==> src/rtl/spi_frame_master_if.sv <==
// Host-side bundle for spi_frame_master: start/busy/done handshake, frame words and the SPI pins.
// The master modport is the initiator's view. The slave modport is the view of the host and SPI target.
interface spi_frame_master_if #(
  parameter int FRAME_BITS = 28
);
  logic                  start;
  logic [FRAME_BITS-1:0] tx_data;
  logic                  busy;
  logic                  done;
  logic [FRAME_BITS-1:0] rx_data;
  logic                  sclk;
  logic                  csn;
  logic                  mosi;
  logic                  miso;

  modport master (
    input  start, tx_data, miso,
    output busy, done, rx_data, sclk, csn, mosi
  );

  modport slave (
    output start, tx_data, miso,
    input  busy, done, rx_data, sclk, csn, mosi
  );
endinterface

==> src/rtl/spi_frame_master.sv <==
// SPI mode-0 initiator: shifts one FRAME_BITS command word out MSB first and captures the same number of miso bits.
// sclk, csn and mosi come straight from flops; each sclk half-period lasts CLK_DIV clk cycles.
module spi_frame_master #(
  parameter int FRAME_BITS = 28,
  parameter int CLK_DIV    = 2
) (
  input  logic                clk,
  input  logic                rst,
  spi_frame_master_if.master  bus
);

  localparam int DIV_W = $clog2(CLK_DIV + 1);
  localparam int BIT_W = $clog2(FRAME_BITS + 1);
  localparam logic [DIV_W-1:0] DIV_LAST = DIV_W'(CLK_DIV - 1);
  localparam logic [BIT_W-1:0] BIT_LAST = BIT_W'(FRAME_BITS - 1);

  typedef enum logic [2:0] {
    IDLE  = 3'd0,
    SETUP = 3'd1,
    HIGH  = 3'd2,
    LOW   = 3'd3,
    HOLD  = 3'd4,
    GAP   = 3'd5
  } state_e;

  state_e                state_q, state_d;
  logic [DIV_W-1:0]      div_q, div_d;
  logic [BIT_W-1:0]      bit_q, bit_d;
  logic [FRAME_BITS-1:0] shift_q, shift_d;
  logic [FRAME_BITS-1:0] rx_shift_q, rx_shift_d;
  logic [FRAME_BITS-1:0] rx_data_q, rx_data_d;
  logic                  sclk_q, sclk_d;
  logic                  csn_q, csn_d;
  logic                  mosi_q, mosi_d;
  logic                  busy_q, busy_d;
  logic                  done_q, done_d;
  logic                  div_last_s;

  assign div_last_s = (div_q == DIV_LAST);

  always_ff @(posedge clk or posedge rst) begin
    if (rst) begin
      state_q    <= IDLE;
      div_q      <= '0;
      bit_q      <= '0;
      shift_q    <= '0;
      rx_shift_q <= '0;
      rx_data_q  <= '0;
      sclk_q     <= 1'b0;
      csn_q      <= 1'b1;
      mosi_q     <= 1'b0;
      busy_q     <= 1'b0;
      done_q     <= 1'b0;
    end else begin
      state_q    <= state_d;
      div_q      <= div_d;
      bit_q      <= bit_d;
      shift_q    <= shift_d;
      rx_shift_q <= rx_shift_d;
      rx_data_q  <= rx_data_d;
      sclk_q     <= sclk_d;
      csn_q      <= csn_d;
      mosi_q     <= mosi_d;
      busy_q     <= busy_d;
      done_q     <= done_d;
    end
  end

  always_comb begin
    state_d    = state_q;
    div_d      = div_q;
    bit_d      = bit_q;
    shift_d    = shift_q;
    rx_shift_d = rx_shift_q;
    rx_data_d  = rx_data_q;
    sclk_d     = sclk_q;
    csn_d      = csn_q;
    mosi_d     = mosi_q;
    busy_d     = busy_q;
    done_d     = 1'b0;

    case (state_q)
      IDLE: begin
        if (bus.start) begin
          shift_d = bus.tx_data;
          mosi_d  = bus.tx_data[FRAME_BITS-1];
          csn_d   = 1'b0;
          busy_d  = 1'b1;
          div_d   = '0;
          bit_d   = '0;
          state_d = SETUP;
        end else begin
          state_d = IDLE;
        end
      end

      SETUP: begin
        if (div_last_s) begin
          div_d   = '0;
          sclk_d  = 1'b1;
          state_d = HIGH;
        end else begin
          div_d = div_q + DIV_W'(1);
        end
      end

      // miso is captured at the end of the high phase, before the next falling-edge launch.
      HIGH: begin
        if (div_last_s) begin
          div_d      = '0;
          sclk_d     = 1'b0;
          rx_shift_d = {rx_shift_q[FRAME_BITS-2:0], bus.miso};
          bit_d      = bit_q + BIT_W'(1);
          if (bit_q == BIT_LAST) begin
            state_d = HOLD;
          end else begin
            shift_d = {shift_q[FRAME_BITS-2:0], 1'b0};
            mosi_d  = shift_q[FRAME_BITS-2];
            state_d = LOW;
          end
        end else begin
          div_d = div_q + DIV_W'(1);
        end
      end

      LOW: begin
        if (div_last_s) begin
          div_d   = '0;
          sclk_d  = 1'b1;
          state_d = HIGH;
        end else begin
          div_d = div_q + DIV_W'(1);
        end
      end

      HOLD: begin
        if (div_last_s) begin
          div_d     = '0;
          csn_d     = 1'b1;
          rx_data_d = rx_shift_q;
          done_d    = 1'b1;
          state_d   = GAP;
        end else begin
          div_d = div_q + DIV_W'(1);
        end
      end

      // A start on the gap's last cycle chains straight into the next frame, so csn stays high for only CLK_DIV cycles.
      GAP: begin
        if (div_last_s) begin
          div_d = '0;
          if (bus.start) begin
            shift_d = bus.tx_data;
            mosi_d  = bus.tx_data[FRAME_BITS-1];
            csn_d   = 1'b0;
            bit_d   = '0;
            state_d = SETUP;
          end else begin
            busy_d  = 1'b0;
            state_d = IDLE;
          end
        end else begin
          div_d = div_q + DIV_W'(1);
        end
      end

      default: begin
        state_d = IDLE;
        div_d   = '0;
        bit_d   = '0;
        sclk_d  = 1'b0;
        csn_d   = 1'b1;
        mosi_d  = 1'b0;
        busy_d  = 1'b0;
      end
    endcase
  end

  assign bus.busy    = busy_q;
  assign bus.done    = done_q;
  assign bus.rx_data = rx_data_q;
  assign bus.sclk    = sclk_q;
  assign bus.csn     = csn_q;
  assign bus.mosi    = mosi_q;

endmodule
==> src/flat_wrapper.sv <==
// flat-port wrapper written by rule: the top's interface ports become plain ports
module spi_frame_master_flat 
#(
  parameter int FRAME_BITS = 28,
  parameter int CLK_DIV    = 2
)
  (clk, rst, bus_start, bus_tx_data, bus_miso, bus_busy, bus_done, bus_rx_data, bus_sclk, bus_csn, bus_mosi);
  spi_frame_master_if #(.FRAME_BITS(FRAME_BITS)) bus_i ();
  input  logic clk;
  input  logic rst;
  input wire logic [$bits(bus_i.start)-1:0] bus_start;
  input wire logic [$bits(bus_i.tx_data)-1:0] bus_tx_data;
  input wire logic [$bits(bus_i.miso)-1:0] bus_miso;
  output wire logic [$bits(bus_i.busy)-1:0] bus_busy;
  output wire logic [$bits(bus_i.done)-1:0] bus_done;
  output wire logic [$bits(bus_i.rx_data)-1:0] bus_rx_data;
  output wire logic [$bits(bus_i.sclk)-1:0] bus_sclk;
  output wire logic [$bits(bus_i.csn)-1:0] bus_csn;
  output wire logic [$bits(bus_i.mosi)-1:0] bus_mosi;
  assign bus_i.start = bus_start;
  assign bus_i.tx_data = bus_tx_data;
  assign bus_i.miso = bus_miso;
  assign bus_busy = bus_i.busy;
  assign bus_done = bus_i.done;
  assign bus_rx_data = bus_i.rx_data;
  assign bus_sclk = bus_i.sclk;
  assign bus_csn = bus_i.csn;
  assign bus_mosi = bus_i.mosi;
  spi_frame_master #(.FRAME_BITS(FRAME_BITS), .CLK_DIV(CLK_DIV)) u_core (.clk(clk), .rst(rst), .bus(bus_i));
endmodule
==> config.mk <==
export PLATFORM = sky130hd
export DESIGN_NAME = spi_frame_master_flat
export DESIGN_NICKNAME = d
export VERILOG_FILES = /design/src/rtl/spi_frame_master_if.sv /design/src/rtl/spi_frame_master.sv /design/src/flat_wrapper.sv
export SDC_FILE = /design/constraint.sdc
export NUM_CORES = 1
export LEC_CHECK = 0
export ABC_CLOCK_PERIOD_IN_PS = 3070
export BUFFER_PORTS_ARGS = -buffer_cell sky130_fd_sc_hd__buf_2
export CELL_PAD_IN_SITES_DETAIL_PLACEMENT = 0
export CELL_PAD_IN_SITES_GLOBAL_PLACEMENT = 1
export CORE_AREA = 10 10 81 153
export CTS_BUF_LIST = sky130_fd_sc_hd__clkbuf_16
export DETAILED_ROUTE_END_ITERATION = 10
export DIE_AREA = 0 0 91 163
export GPL_TIMING_DRIVEN = 0
export PLACE_DENSITY = 0.76
export SLEW_MARGIN = 10
export SYNTH_ARGS = -nofsm -noshare
export SYNTH_HDL_FRONTEND = slang
export SYNTH_SLANG_ARGS = --single-unit
==> constraint.sdc <==
create_clock -name clk -period 3.07 [get_ports clk]
set_input_delay 0 -clock clk [delete_from_list [all_inputs] [get_ports clk]]
set_output_delay 0 -clock clk [all_outputs]
set_load 0.02 [all_outputs]
### After elaboration in Yosys (flattened, before gate mapping)

Cells that the tools add are included.

| word-level totals | value |
|---|---|
| bits of input ports | 32 |
| logic and storage cells | 84 |
| register bits | 99 |
| output and inout port bits | 33 |

| cells by class | value |
|---|---|
| add/subtract/negate cells | 2 |
| bitwise gates (word level) | 4 |
| muxes and demuxes | 36 |
| reduce and logical (&&, ||, !) cells | 17 |
| eq/ne operators | 14 |

Operators with widths:

| cell | number |
|---|---|
| two-way mux 28 bit | 4 |
| case mux 28 bit (3 select lines) | 1 |
| case mux 5 bit (4 select lines) | 1 |
| AND reduction 4 bit | 4 |
| two-way mux 3 bit | 5 |
| two-way mux 5 bit | 3 |
| case mux 3 bit (5 select lines) | 1 |
| two-way mux 1 bit | 14 |
| AND reduction 3 bit | 3 |
| OR reduction 3 bit | 3 |
| inequality test 2 x 1 -> 1 bit (second input constant) | 4 |
| case mux 1 bit (4 select lines) | 2 |
| == test 3 x 2 -> 1 bit (second input constant) | 2 |
| == test 3 bit (second input constant) | 2 |
| inequality test 2 bit (second input constant) | 3 |
| case mux 1 bit (3 select lines) | 2 |
| adder 5 x 1 -> 5 bit (second input constant) | 1 |
| == test 5 bit (second input constant) | 1 |
| OR reduction 5 bit | 1 |
| two-way mux 2 bit | 2 |
| NOT 1 bit | 4 |
| case mux 2 bit (2 select lines) | 1 |
| AND reduction 2 bit | 2 |
| OR reduction 4 bit | 1 |
| other kinds (6) | 6 |

### Longest topological paths before layout

Gate-level depths: netlist of run 1.

| depth | value |
|---|---|
| depth in word-level cells | 4 |
| mapped depth | 7 |
| mapped depth without buffers | 5 |

### Worst setup path after synthesis of run 1

Ideal clock, no wire load.

| timing | value |
|---|---|
| path type | flip-flop to flip-flop |
| start point | reg u_core.bit_q[0] |
| end point | reg u_core.shift_q[10] |
| setup slack | 1.245 ns |
| buffers on the path | 1 |
| stages on the path, launching flop included | 7 |
| required time | 2.945 ns |
| arrival | 1.700 ns |
| path through | dfrtp_1 > ha_1 > nand4b_4 > and2_1 > o21ai_4 > buf_6 > mux2_4 |

| between the ends | value |
|---|---|
| longest elaborated chain between the ends | 3 |

Ends and longest elaborated chain:

| element | RTL line | RTL |
|---|---|---|
| from (decl) | spi_frame_master.sv:28 | `logic [BIT_W-1:0] bit_q, bit_d;` |
| from (signal assigned) | spi_frame_master.sv:57 | `bit_q <= bit_d;` |
| == test 5 bit | spi_frame_master.sv:114 | `if (bit_q == BIT_LAST) begin` |
| inequality test 2 bit (no line) | -- |  |
| AND reduction 4 bit (no line) | -- |  |
| to (signal assigned) | spi_frame_master.sv:58 | `shift_q <= shift_d;` |
| to (decl) | spi_frame_master.sv:29 | `logic [FRAME_BITS-1:0] shift_q, shift_d;` |

Every way passes these cells.
A chain may end at the register's enable or synchronous reset.

### Final worst setup path of run 1

| timing | value |
|---|---|
| start point | reg u_core.bit_q[0] |
| end point | reg u_core.shift_q[19] |

The elaborated chain is that of the path after synthesis.

==> impl_metrics.ini, run 1 <==
[routing]
vias = 2901
wire_per_inst_um = 15.3
ant_nets = 0
viasPerCell = 4.98
drt_pass1_iterations = 4
drt_wl_total_mm = 8.90
drc_errors = 0
drtIter0Drc = 101

[timing]
rsz0062_at_grt = false
hold_viol = 0
period_share_pct = 67.3
finalSetupViolCount = 0
fmax_ghz = 0.484
fin_skew_ns = 0.00777
maxSlewViolCount = 0
tightest_slew_ns = 0.706
post-route-min-period_ns = 2.07
fin_setup_tns_ns = 0
maxSlewHeadroom_pct = 52.9

[setup_path]
crit_type = reg2reg
worstRegToRegCells = 6
critPathCaptureType = flip-flop
worstPathRequired_ns = 3.29
rrSetupSlack_ns = 1.00
arrival_ns = 2.29
cp-start-kind = flip-flop
rr_startpoint = u_core.bit_q[0]
worst_r2r_endpoint = u_core.shift_q[19]
crit_fanout = 10

[floorplanning]
io_pins = 65
core-area_um2 = 10000
die-area_um2 = 14800
die_width_um = 91
initial_core_util_pct = 44.4
die_h_um = 163
rows = 52

[synth]
synth_edf_count = 0
ys_seq_area_share_pct = 55.2
synth_top_area_cell = dfrtp_1
syn_avg_cell_area_um2 = 12.3
synthesis.area_um2 = 4450
ys.flop_type = dfrtp_1
ys_ff_latch = 98
synth.most_common_cell = dfrtp_1
synth_top_cell_area_share_pct = 54.6
synth_area_leaders = dfrtp_1 55%, mux2_2 14%, mux2_4 9.5%, nand2_1 7.7%, buf_2 1.1%
syn_nets = 394
synth_common_cells = 97 x dfrtp_1, 91 x nand2_1, 54 x mux2_2
synth_cells = 361
synth-warning-count = 0
async_flop_share_pct = 100
yosysUniqueCellTypes = 41

[clocking]
path_clk_slew_ns = 0.07
cts_sinks = 98
cts_tree = done
htree_levels = 3
clockBufferDepth = 2
clk_latency_ns = 0.34
post-cts-setup-buffer-count = 0
root_buffer = clkbuf_16
cts_buffers = 9

[finish]
syn_to_final_growth_pct = 19.4
drive_above_1_share_pct = 41.4
final_area_um2 = 5310
nets = 475
antennaDiodeCount = 0
fin_util_pct = 53.0

[global_routing]
track_usage_pct = 12.6
grt_remaining_overflow = 0
grt_max_degree = 56
grt_pass1_vias = 3127
grt_pass1_wl_mm = 15.2
antenna_found_initial = 0

[pwr]
switchingPower_uw = 544
ir_drop_uv = 306
intPower_mw = 1.96
finalPower_mw = 2.51
power.leakage_nw = 2.91
switching_share_pct = 21.7
combinationalPowerShare_pct = 2.6
p_clk_share_pct = 45.2
p_per_area_nw_per_um2 = 472
seq_power_share_pct = 52.2

[place]
numPortBuffers = 64
gp_routability_congestion = 0.741
dpl.hpwl_mm = 6.53
placed_area_um2 = 4960

[run]
maxCapViolations = 0

[hold_path]
hold_path_startpoint = bus_tx_data[16]
min_to = u_core.shift_q[16]
whs_path_depth = 3
min_path_type = in2reg

[run_status]
status = finished clean
[layout by cell type, fill, tap and decap left out, drive strengths merged, types with 5 or more instances in the layout]
cell	netlist	routed
dlygate4sd3	0	5
nand2	91	91
dfrtp	97	97
clkbuf	6	15
nor2	5	5
mux2	82	82
buf	16	81
o21ai	8	8
inv	5	7
a21oi	7	7
[worst max-delay path by stage]
stage | startpoint | end | cells past startpoint
floorplan | rst | u_core.bit_q[0] | 1
global placement | rst | u_core.bus.rx_data[4] | 2
detailed placement | u_core.bit_q[0] | u_core.shift_q[19] | 6
CTS | u_core.bit_q[0] | u_core.shift_q[19] | 6
global route | u_core.bit_q[0] | u_core.shift_q[19] | 6
finish | u_core.bit_q[0] | u_core.shift_q[19] | 6
[timing repair]
item,4_1_cts,5_1_grt
gates resized for setup,0,0
endpoints found under the hold margin,57,0
hold buffers,5,0
[cell type report]
cell class	count	area, µm²
clock inverter	7	75.1
inverter	5	21.3
clock buffer	9	225
fill	916	4710
tap	135	169
multi-input combinational	236	1850
buffer	22	129
sequential	98	2450
timing repair buffer	70	390
[routing by layer]
layer  GRT usage, %  vias to the layer above  routed length, µm
li1               -                     1390                  -
met1           12.8                     1438               3410
met2           22.7                       58               4870
met3           4.11                       15                436
met4           5.73                        0                187
met5              0                        -                  0
[worst max-delay path, stage by stage (launching register included)]
cell and delay [ns]:
dfrtp_1 0.42, ha_1 0.30, nand4b_4 0.15, and2_1 0.21, o21ai_4 0.31, buf_6 0.24
mux2_4 0.32
[state kept, by name (all words and copies together), names as in the netlist]
register            cells
u_core.bus.rx_data     28
u_core.rx_shift_q      28
u_core.shift_q         27
u_core.bit_q            5
u_core.state_q          3
u_core.div_q            2
u_core.bus.busy         1
u_core.bus.csn          1
u_core.bus.done         1
u_core.bus.mosi         1
u_core.bus.sclk         1
[power groups by stage]
| stage | Clock, mW | Combinational [mW] | Sequential (mW) |
|---|---|---|---|
| 2_1_floorplan | 0 | 0.0280 | 1.33 |
| 3_3_place_gp | 0 | 0.0587 | 1.33 |
| 3_5_place_dp | 0 | 0.0647 | 1.33 |
| 4_1_cts | 1.17 | 0.0695 | 1.31 |
| 5_1_grt | 1.23 | 0.0768 | 1.31 |
| 6_report | 1.13 | 0.0658 | 1.31 |
[through the flow]
step	cells	setup WS [ns]	hold WS, ns
CTS	582	0.989	0.0000305
detailed placement	561	1.00	0.177
global placement	560	-0.636	0.210
global route	582	0.886	0.0118
floorplan	361	0.510	0.105
finish	582	1.00	0.0152
[kinds of logic after synthesis]
logic type	count (synthesis)	synth area share [%]
compound gates	31	4.89
xor+xnor	1	0.197
fa+ha+maj	1	0.281
buf+inv	27	3.32
flops	98	55.2
mux	84	23.6
simple gates	119	12.6
Note: power is estimated with default switching activity, not from simulation.
==> inputs of run 2 (changes only) <==
Settings changed: ABC_CLOCK_PERIOD_IN_PS 3070 to 1800, CORE_AREA 10 10 81 153 to 10 10 85 161, DIE_AREA 0 0 91 163 to 0 0 95 171, PLACE_DENSITY 0.76 to 0.72.
Clock period 3.07 ns to 1.8 ns, I/O delays scaled along.
==> run 2 against run 1 <==
  * Utilization shrank 3.4 points
  * Non-clock buffer count increased by 8
  * Sequential share of layout area fell by 1.8 points
  * Flip-flop and latch count stayed put
  * Clock skew increased by 0.0020 ns
  * Count of clock-buffer cells in the layout did not move
  * Maximum frequency up 18%
  * Sequential power grew 70%
  * Critical endpoint is now u_core.shift_q[7]
  * Largest cell class unchanged
  * Largest power group unchanged
==> impl_metrics.ini, run 2 (synthesis results as in run 1) <==
[setup_path]
crit_buf_inv = 3
crit_fanout = 7
critPathCaptureType = flip-flop
worst_r2r_endpoint = u_core.shift_q[7]
rrSetupSlack_ns = 0.05
worstRegToRegCells = 7
arrival_ns = 1.97
cpMostUsedCell = buf_6
rr_startpoint = u_core.state_q[0]
slowest_stage = dfrtp_2
crit_chain = nor3b_4 > buf_6 > and2_4 > o21ai_4 > buf_6 > clkbuf_16 > mux2_4
critPathTopFamily = flip-flops
cp-start-kind = flip-flop
crit_type = reg2reg
slowest_delay_ns = 0.48
worstPathRequired_ns = 2.02

[global_routing]
grt_max_degree = 36
grt_remaining_overflow = 0
grt_pass1_wl_mm = 15.2
antenna_found_initial = 0
grt_pass1_vias = 2995
track_usage_pct = 11.6

[clocking]
cts_sinks = 98
root_buffer = clkbuf_16
path_clk_slew_ns = 0.07
clockBufferDepth = 2
clk_latency_ns = 0.34
htree_levels = 3
cts_tree = done
cts_buffers = 9

[timing]
maxSlewViolCount = 0
maxSlewHeadroom_pct = 66.8
post-route-min-period_ns = 1.75
fin_skew_ns = 0.00976
period_share_pct = 97.3
tightest_slew_ns = 0.497
holdWs_ns = 0.0152
fin_setup_tns_ns = 0
rsz0062_at_grt = true
fmax_ghz = 0.571
finalSetupViolCount = 0
hold_viol = 0

[pwr]
ir_drop_uv = 627
power.leakage_nw = 3.00
p_per_area_nw_per_um2 = 804

[finish]
syn_to_final_growth_pct = 24.2
register_area_um2 = 2460
layout_commonest_cell = dfrtp_1
antennaDiodeCount = 0
fillers = 1083
multi_input_area_um2 = 1870
most-common-layout-cells = 95 x dfrtp_1, 91 x nand2_1, 69 x buf_2
nets = 483
drive_above_1_share_pct = 44.6
fin_util_pct = 49.6

[routing]
viasPerCell = 4.87
ant_nets = 0
drt_pass1_iterations = 4
drt_wl_total_mm = 8.90
drc_errors = 0
drtIter0Drc = 88
vias = 2908
wire_per_inst_um = 14.9

[floorplanning]
rows = 55
die_width_um = 95
initial_core_util_pct = 39.9
die-area_um2 = 16200
io_pins = 65
core-area_um2 = 11100
die_h_um = 171

[hold_path]
whs_path_depth = 3
hold_path_startpoint = bus_tx_data[19]
min_to = u_core.shift_q[19]
min_path_type = in2reg

[place]
gp_routability_congestion = 0.700
dpl.hpwl_mm = 6.19
numPortBuffers = 64

[run_status]
status = finished clean

[run]
maxCapViolations = 0
-- run 2: cell count changes in the layout (fill, tap and decap cells not counted), sizes merged --
cell,previous run,this run
buf,81,89
inv,7,6
dlygate4sd3,5,3
clkinv,2,1
clkbuf,15,17
clkinvlp,2,3
bufinv,1,2
-- run 2: worst register-to-register path, stage by stage (launching register included) --
cell and delay, ns:
dfrtp_2 0.48, nor3b_4 0.22, buf_6 0.15, and2_4 0.15, o21ai_4 0.07, buf_6 0.13, clkbuf_16 0.14, mux2_4 0.29
-- run 2: metal layers --
layer | wire length, µm | track usage [%] | vias up
li1 | - | - | 1410
met4 | 154 | 4.12 | 0
met5 | 0 | 0 | -
met3 | 522 | 4.34 | 8
met2 | 4100 | 16.7 | 65
met1 | 4120 | 15.5 | 1425
-- run 2: repair_timing --
item / CTS / global route
setup endpoints to repair: 37 / 67
gates resized for setup: 4 / 16
hold buffers: 3 / 0
pin swaps: 2 / 1
gates cloned: 0 / 1
setup buffers: 2 / 6
endpoints found under the hold margin: 20 / 0
-- run 2: worst max path at each step --
| stage | start | end | slack, ns | cells after the start |
|---|---|---|---|---|
| floorplan | u_core.bit_q[0] | u_core.shift_q[10] | 0.002 | 6 |
| global placement | u_core.bit_q[0] | u_core.shift_q[10] | -0.21 | 6 |
| detailed placement | u_core.bit_q[0] | u_core.shift_q[12] | -0.22 | 6 |
| CTS | u_core.state_q[0] | u_core.shift_q[12] | -0.02 | 5 |
| global route | u_core.bit_q[1] | u_core.shift_q[23] | -0.02 | 6 |
| finish | u_core.state_q[0] | u_core.shift_q[7] | 0.05 | 7 |
-- run 2: per-stage QoR --
step / cells / cell area (µm²) / power, mW / setup WS (ns)
2_1_floorplan: 361 / 4460 / 2.32 / 0.00157
3_3_place_gp: 567 / 4960 / 2.37 / -0.208
3_5_place_dp: 570 / 5030 / 2.39 / -0.221
4_1_cts: 591 / 5410 / 4.51 / -0.0243
5_1_grt: 597 / 5530 / 4.61 / -0.0184
6_report: 597 / 5530 / 4.44 / 0.0488
-- run 2: layout make-up --
type | instances | share of cell area, %
Multi-Input combinational cell | 236 | 33.9
Clock buffer | 9 | 4.08
Inverter | 5 | 0.408
Tap cell | 142 | 3.22
Buffer | 21 | 2.85
Sequential cell | 98 | 44.5
Timing Repair Buffer | 79 | 9.31
Clock inverter | 7 | 1.83
-- run 2: power by group --
part / switching [mW] / internal, mW / total, mW
clock network: 0.862 / 1.23 / 2.09
logic: 0.0688 / 0.0531 / 0.122
registers: 0.0121 / 2.22 / 2.23
==> inputs of run 3 (changes only) <==
Settings changed: ABC_CLOCK_PERIOD_IN_PS 1800 to 1600.
Clock period 1.8 ns to 1.6 ns, I/O delays scaled along.
==> run 3 against run 2 <==
  * The flow now finishes with violations (setup timing)
  * Total power increased by 8.1%
  * Combinational power increased by 5%
  * Count of clock-buffer cells in the layout unchanged
  * Largest cell class unchanged
==> impl_metrics.ini, run 3 (synthesis results as in run 1) <==
[run_status]
status = finished, violations left
violations = setup timing

[setup_path]
crit_fanout = 10
crit_chain = buf_6 > nor3b_4 > buf_4 > buf_6 > mux2_2 > mux2_4
worstPathRequired_ns = 1.83
rr_startpoint = u_core.state_q[0]
slowest_delay_ns = 0.37
rrSetupSlack_ns = -0.11
worst_r2r_endpoint = u_core.shift_q[12]
cp-start-kind = flip-flop
arrival_ns = 1.93
crit_buf_inv = 3
critPathTopFamily = multiplexers
critPathCaptureType = flip-flop
slowest_stage = dfrtp_1
cpMostUsedCell = buf_6
crit_type = reg2reg
worstRegToRegCells = 6

[pwr]
power.leakage_nw = 3.18
intPower_mw = 3.77
switching_share_pct = 21.5
switchingPower_mw = 1.03
combinationalPowerShare_pct = 2.7
p_clk_share_pct = 45.1
p_per_area_nw_per_um2 = 820
ir_drop_uv = 594
seq_power_share_pct = 52.2

[routing]
wire_per_inst_um = 14.8
drt_wl_total_mm = 9.17
drc_errors = 0
viasPerCell = 4.86
dr_wl_met2_mm = 4.41
drt_pass1_iterations = 4
vias = 3001
met1_length_mm = 4.08
ant_nets = 0
dr_wl_met3_um = 475
top_layer_used = met4
drtIter0Drc = 80

[global_routing]
grt_pass1_wl_mm = 14.8
track_usage_pct = 11.5
grt_remaining_overflow = 0
antenna_found_initial = 0
grt_max_degree = 36
grt_pass1_vias = 3033

[timing]
tightest_slew_ns = 0.777
post-route-min-period_ns = 1.71
hold_viol = 0
period_share_pct = 107
maxSlewViolCount = 0
fin_ws_ns = -0.108
fin_skew_ns = 0.00728
finalSetupViolCount = 49
fmax_ghz = 0.586
rsz0062_at_grt = true
maxSlewHeadroom_pct = 48.1

[place]
gp_routability_congestion = 0.710
numPortBuffers = 64
dpl.hpwl_mm = 6.11
pre_cts_slack_ns = -0.350

[clocking]
clk_latency_ns = 0.34
cts_buffers = 9
cts_sinks = 98
clockBufferDepth = 2
path_clk_slew_ns = 0.07
cts_tree = done
htree_levels = 3
root_buffer = clkbuf_16

[finish]
multi_input_area_um2 = 1910
register_area_um2 = 2460
nets = 504
most-common-layout-cells = 95 x dfrtp_1, 90 x nand2_1, 67 x buf_2
fin_util_pct = 52.5
fillers = 1025
syn_to_final_growth_pct = 31.7
drive_above_1_share_pct = 48.5
layout_commonest_cell = dfrtp_1
antennaDiodeCount = 0

[floorplanning]
die_h_um = 171
core-area_um2 = 11100
initial_core_util_pct = 39.9
die_width_um = 95
rows = 55
io_pins = 65
die-area_um2 = 16200

[hold_path]
hold_path_startpoint = bus_tx_data[6]
min_path_type = in2reg
whs_path_depth = 3
min_to = u_core.shift_q[6]

[run]
maxCapViolations = 0
-- run 3: cell types whose count changed in the layout (fill, tap and decap cells not counted), moves of 2 or more --
cell and change:
buf_8 +4, clkbuf_1 -4, mux2_2 -2, buf_6 +8, o21ai_0 -2, buf_2 -2
mux2_4 +2, buf_12 +5, buf_4 +10, o21ai_1 +2
-- run 3: timing repair --
item,4_1_cts,5_1_grt
pin swaps,4,7
hold buffers,3,0
endpoints found under the setup margin,81,91
gates cloned,2,3
hold endpoints to repair,35,0
resized for setup,27,48
buffers inserted,18,8
-- run 3: power by group through the flow --
stage	Clock (mW)	Sequential [mW]	Combinational, mW
4_1_cts	2.26	2.51	0.134
6_report	2.17	2.51	0.128
3_5_place_dp	0	2.55	0.128
5_1_grt	2.35	2.51	0.148
3_3_place_gp	0	2.56	0.115
2_1_floorplan	0	2.55	0.0543
-- run 3: cell type report --
| class | count | share of cell area, % |
|---|---|---|
| multi-input combinational | 236 | 32.6 |
| clock buffer | 9 | 3.84 |
| timing repair buffer | 100 | 12.5 |
| tap | 142 | 3.03 |
| inverter | 5 | 0.384 |
| buffer | 21 | 4.40 |
| sequential | 98 | 41.9 |
| clock inverter | 7 | 1.32 |
-- run 3: worst max path at each step --
stage / slack, ns / end / cells after the start / startpoint
6_report: -0.11 / u_core.shift_q[12] / 6 / u_core.state_q[0]
5_1_grt: -0.19 / u_core.shift_q[18] / 6 / u_core.bit_q[1]
4_1_cts: -0.10 / u_core.shift_q[26] / 6 / u_core.bit_q[0]
3_5_place_dp: -0.35 / u_core.shift_q[15] / 6 / u_core.bit_q[0]
3_3_place_gp: -0.35 / u_core.shift_q[3] / 6 / u_core.bit_q[0]
2_1_floorplan: -0.16 / u_core.shift_q[10] / 6 / u_core.bit_q[1]
-- run 3: per-stage QoR --
step / hold WS (ns) / cells / power (mW) / TNS, ns / instance area [µm²]
2_1_floorplan: 0.105 / 361 / 2.61 / -3.11 / 4480
3_3_place_gp: 0.210 / 567 / 2.67 / -41.89 / 4980
3_5_place_dp: 0.176 / 569 / 2.68 / -14.67 / 5020
4_1_cts: 0.00338 / 608 / 4.90 / -2.65 / 5620
5_1_grt: 0.00885 / 618 / 5.00 / -7.94 / 5860
6_report: 0.0171 / 618 / 4.80 / -4.03 / 5860
-- run 3: worst reg2reg max path, cell delays in order, from the launching register on --
cell and delay, ns:
dfrtp_1 0.37, buf_6 0.13, nor3b_4 0.19, buf_4 0.16, buf_6 0.14, mux2_2 0.34
mux2_4 0.26
-- run 3: metal layers --
layer | vias up | GRT usage, %
met2 | 63 | 17.7
met1 | 1468 | 14.5
li1 | 1455 | -
met5 | - | 0
met3 | 15 | 2.81
met4 | 0 | 5.63
